==> config.mk <==
export PLATFORM = sky130hd
export DESIGN_NAME = fft_bitrev_loader
export DESIGN_NICKNAME = d
export VERILOG_FILES = /design/src/rtl/fft_pkg.sv /design/src/rtl/fft_bitrev_loader.sv
export SDC_FILE = /design/constraint.sdc
export NUM_CORES = 1
export LEC_CHECK = 0
export BUFFER_PORTS_ARGS = -buffer_cell sky130_fd_sc_hd__clkbuf_2
export CORE_AREA = 4 4 127 220
export CTS_CLUSTER_SIZE = 30
export DETAILED_ROUTE_END_ITERATION = 8
export DIE_AREA = 0 0 131 224
export PLACE_DENSITY = 0.75
export SYNTH_ARGS = -nofsm -noshare
export SYNTH_HDL_FRONTEND = slang
export SYNTH_SLANG_ARGS = --single-unit
==> constraint.sdc <==
create_clock -name clk -period 1.5 [get_ports clk]
set_input_delay 0.075 -clock clk [delete_from_list [all_inputs] [get_ports clk]]
set_output_delay 0.075 -clock clk [all_outputs]
set_load 0.005 [all_outputs]
==> src/rtl/fft_pkg.sv <==
// Shared FFT definitions: sample width, loader FSM states and the bit-reverse
// index helper used by the input loader and the butterfly stages.
package fft_pkg;

  localparam int SAMPLE_W  = 16;
  localparam int MAX_LOG2N = 6;

  typedef enum logic {
    ST_FILL = 1'b0,
    ST_FULL = 1'b1
  } ldr_state_e;

  // Reverses the low nbits of idx; the loop bound is fixed so it unrolls for synthesis.
  function automatic int unsigned bitrev(input int unsigned idx, input int unsigned nbits);
    int unsigned r;
    int unsigned v;
    r = 0;
    v = idx;
    for (int unsigned b = 0; b < MAX_LOG2N; b++) begin
      if (b < nbits) begin
        r = (r << 1) | (v & 32'd1);
        v = v >> 1;
      end
    end
    return r;
  endfunction

endpackage

==> src/rtl/fft_bitrev_loader.sv <==
// Collects N complex samples into a frame buffer in bit-reversed order and hands
// the complete frame to FFT stage 0 with a valid/ready handshake.
module fft_bitrev_loader
  import fft_pkg::*;
#(
  parameter int N = 8,
  parameter int W = SAMPLE_W
) (
  input  logic                clk,
  input  logic                rst,
  input  logic                in_valid,
  output logic                in_ready,
  input  logic signed [W-1:0] in_r,
  input  logic signed [W-1:0] in_i,
  input  logic                flush,
  output logic                frame_valid,
  input  logic                frame_ready,
  output logic [N*W-1:0]      xr,
  output logic [N*W-1:0]      xi,
  output logic [7:0]          frame_count
);

  localparam int LOGN = $clog2(N);

  ldr_state_e        state_q, state_d;
  logic [LOGN-1:0]   wr_idx_q, wr_idx_d;
  logic [7:0]        frame_count_q, frame_count_d;
  logic [N*W-1:0]    xr_q, xi_q;
  logic              wr_en;
  logic [LOGN-1:0]   wr_slot;

  always_comb begin
    state_d       = state_q;
    wr_idx_d      = wr_idx_q;
    frame_count_d = frame_count_q;
    wr_en         = 1'b0;
    in_ready      = 1'b0;
    frame_valid   = 1'b0;
    wr_slot       = LOGN'(bitrev(32'(wr_idx_q), LOGN));

    unique case (state_q)
      ST_FILL: begin
        in_ready = 1'b1;
        // Flush wins over a sample offered in the same cycle.
        if (flush) begin
          wr_idx_d = '0;
        end else if (in_valid) begin
          wr_en    = 1'b1;
          wr_idx_d = wr_idx_q + 1'b1;
          if (wr_idx_q == LOGN'(N - 1)) begin
            state_d = ST_FULL;
          end
        end
      end
      ST_FULL: begin
        frame_valid = 1'b1;
        if (frame_ready) begin
          state_d       = ST_FILL;
          frame_count_d = frame_count_q + 8'd1;
        end
      end
      default: state_d = ST_FILL;
    endcase
  end

  always_ff @(posedge clk) begin
    if (rst) begin
      state_q       <= ST_FILL;
      wr_idx_q      <= '0;
      frame_count_q <= '0;
      xr_q          <= '0;
      xi_q          <= '0;
    end else begin
      state_q       <= state_d;
      wr_idx_q      <= wr_idx_d;
      frame_count_q <= frame_count_d;
      for (int unsigned k = 0; k < N; k++) begin
        if (wr_en && (wr_slot == LOGN'(k))) begin
          xr_q[k*W +: W] <= in_r;
          xi_q[k*W +: W] <= in_i;
        end
      end
    end
  end

  assign xr          = xr_q;
  assign xi          = xi_q;
  assign frame_count = frame_count_q;

endmodule

==> flow_summary.yaml <==
synth:
  yosysSeqAreaShare_pct: 50.6
  synthCells: 967
  synthDistinctLibCells: 33
  synth_top_cell_by_area: "dfxtp_1"
  netlist.area_leader.share_pct: 50.6
  synth_common_cells: "288 x nand2b_1, 268 x dfxtp_1, 257 x mux2i_1"
  syn_avg_cell_area_um2: 11.0
  yosys_warnings: 0
  synth.area.top_cells: "dfxtp_1 51%, mux2i_1 24%, nand2b_1 17%"
  synth_fp_nets: 1007
  syn_area_um2: 10600
  synth_edf_count: 0
  ys_seq_elements: 268
  synth.most_common_cell: "nand2b_1"
  synth_async_sr_flop_share_pct: 0
  synth_ff_type: "dfxtp_1"
clock_network:
  cts_tree: "yes"
  cts_root_buf: "clkbuf_16"
  clock-sinks: 268
  cts_buffers: 25
  clk_transition_reported_paths_ns: 0.06
  cts_buffer_depth: 3
  cts_max_level: 1
  clk-insertion-delay-late_ns: 0.53
floorplan:
  die-area_um2: 29300
  die_h_um: 224
  fp-row-count: 78
  die_x_um: 131
  ios: 303
  coreArea_um2: 26100
  initial_core_util_pct: 40.7
timing:
  period_needed_ns: 1.47
  hold_ws_ns: 0.0297
  drv_slew: 0
  max_freq_mhz: 680
  fin_crit_sh_pct: 98.0
  finalSetupTns_ns: 0
  hold_violations: 0
  worst_slack_ns: 0.0301
  setup_viol: 0
  rsz0062_at_grt: "yes"
  worstMarginPinSlew_ns: 0.544
  max_slew_margin_pct: 63.7
  fin_skew_ns: 0.0251
drt:
  first_pass_iters: 4
  drtAntennaViolNets: 0
  wl_per_cell_um: 19.2
  drt_iter0_drc: 294
  drc: 0
  vias_per_cell: 4.88
  routed_wl_mm: 30.4
  vias: 7735
critical_path:
  worstPathMaxFanout: 17
  critPathTopFamily: "simple AND/OR/NAND/NOR gates"
  crit_path_end_kind: "register"
  worstPathCellList: "nor4b_4, buf_4, and2_4, buf_12, mux2i_2"
  slowest_delay_ns: 0.36
  criticalPathCategory: "register to register"
  critPathLaunchType: "register"
  critPathBufInv: 2
  cp_slowest_cell: "dfxtp_1"
  cp_data_arrival_time_ns: 1.91
  required_ns: 1.94
power_and_ir_drop:
  switching_share_pct: 22.5
  p_seq_share_pct: 51.9
  power_density_nw_per_um2: 1030
  ir_drop_mv: 0.919
  intPower_mw: 10.8
  power.static_leakage_nw: 7.09
  switchingPower_mw: 3.12
  p_comb_share_pct: 5.1
  pwr-share-clk_pct: 43.0
  total_power_mw: 13.9
run:
  cap_violations: 0
placed_design:
  place_area_um2: 12500
  numPortBuffers: 302
  place_ws_ns: 0.00997
  dpl.hpwl_mm: 21.8
  gp_congestion: 0.782
  post-place-cells: 1532
global_route:
  grt_overflow_total: 0
  grt_pass1_wl_mm: 45.2
  grt_pass1_vias: 7887
  antenna_found_initial: 0
  track_usage_pct: 19.8
  grt_max_degree: 47
finish:
  syn_to_final_growth_pct: 26.8
  fin_util_pct: 51.6
  regArea_um2: 5370
  final_layout_size_suffix_gt1_share_pct: 31.2
  stdcell_area_um2: 13400
  diodes: 0
  nets: 1288
  multi_input_area_um2: 4790
  stdcell_count: 1585
  fillCellCount: 2350
run_status:
  status: "finished, final reports clean"
hold_path:
  hold_path.class: "input port to register"
==> layout make-up <==
cell class	count	area share [%]
clock buffers	35	5.23
clock inverters	9	0.382
inverters	4	0.112
multi-input cells	603	35.6
flip-flops and latches	268	39.9
well taps	320	2.98
repair buffers	346	15.7
==> logic make-up (layout without fill, tap and decap cells) <==
kind of cell | after synthesis | in the layout | synth area share [%]
AO/OA/AOI/OAI | 15 | 15 | 0.779
XOR/XNOR | 2 | 2 | 0.165
adder cells (fa/ha/maj) | 3 | 3 | 0.354
buffers and inverters | 96 | 394 | 4.42
flip-flops | 268 | 268 | 50.6
multiplexers | 257 | 257 | 24.3
AND/OR/NAND/NOR | 326 | 326 | 19.4
==> power by group through the flow <==
stage,Clock (mW),Sequential [mW],Combinational (mW)
global route,6.45,7.22,0.772
finish,5.97,7.21,0.715
detailed placement,0,7.37,0.705
CTS,6.16,7.21,0.717
global placement,0,7.37,0.701
floorplan,0,7.37,0.422
==> sequential cells by signal, summed over array words and instances, names as in the netlist <==
signal	cells
xr	128
frame_count	8
wr_idx_q	3
xi	128
state_q	1
==> cell usage in the layout (no fill, tap or decap), types with 2 or more instances in the layout <==
| master | n |
|---|---|
| clkbuf_2 | 301 |
| nand2b_1 | 288 |
| dfxtp_1 | 266 |
| mux2i_1 | 256 |
| clkbuf_16 | 27 |
| buf_4 | 19 |
| buf_12 | 17 |
| a21oi_1 | 8 |
| nor2_1 | 7 |
| clkinv_2 | 7 |
| clkbuf_1 | 6 |
| inv_1 | 4 |
| nand2_2 | 4 |
| nand2_1 | 4 |
| o21ai_0 | 4 |
| or3_1 | 4 |
| clkbuf_8 | 4 |
| dlygate4sd3_1 | 4 |
| nand3_1 | 3 |
| ha_1 | 3 |
| buf_6 | 3 |
| nor4bb_1 | 2 |
| nand4_1 | 2 |
| dfxtp_2 | 2 |
==> worst register-to-register path, delay by kind of cell, from the launching register on <==
kind | cells | cell delay [ns]
muxes | 1 | 0.24
DFF | 1 | 0.36
buffers and inverters | 2 | 0.35
and+or+nand+nor | 2 | 0.43
==> what timing repair did <==
item / 4_1_cts / 5_1_grt
pin swaps: 1 / 2
cloned: 0 / 3
setup buffers: 0 / 2
resized for setup: 2 / 7
hold buffers: 4 / 0
endpoints found under the setup margin: 7 / 59
hold endpoints to repair: 9 / 0
==> layer usage <==
| metal | vias to the layer above | share of wire (%) | track usage (%) |
|---|---|---|---|
| met2 | 236 | 53 | 36.7 |
| met4 | 0 | 4.5 | 9.30 |
| met3 | 66 | 5.3 | 3.82 |
| met5 | - | 0 | 0 |
| met1 | 3692 | 38 | 20.9 |
| li1 | 3741 | - | - |
==> worst paths after layout <==
check | from | to | slack, ns | cells after the start
hold / removal | in_i[15] | xi[31] | 0.03 | 3
hold reg to reg | xr[32] | xr[32] | 0.47 | 2
setup reg to reg | wr_idx_q[1] | xi[8] | 0.03 | 5
setup / recovery | wr_idx_q[1] | xi[8] | 0.03 | 5
(Power assumes the default switching activity.)
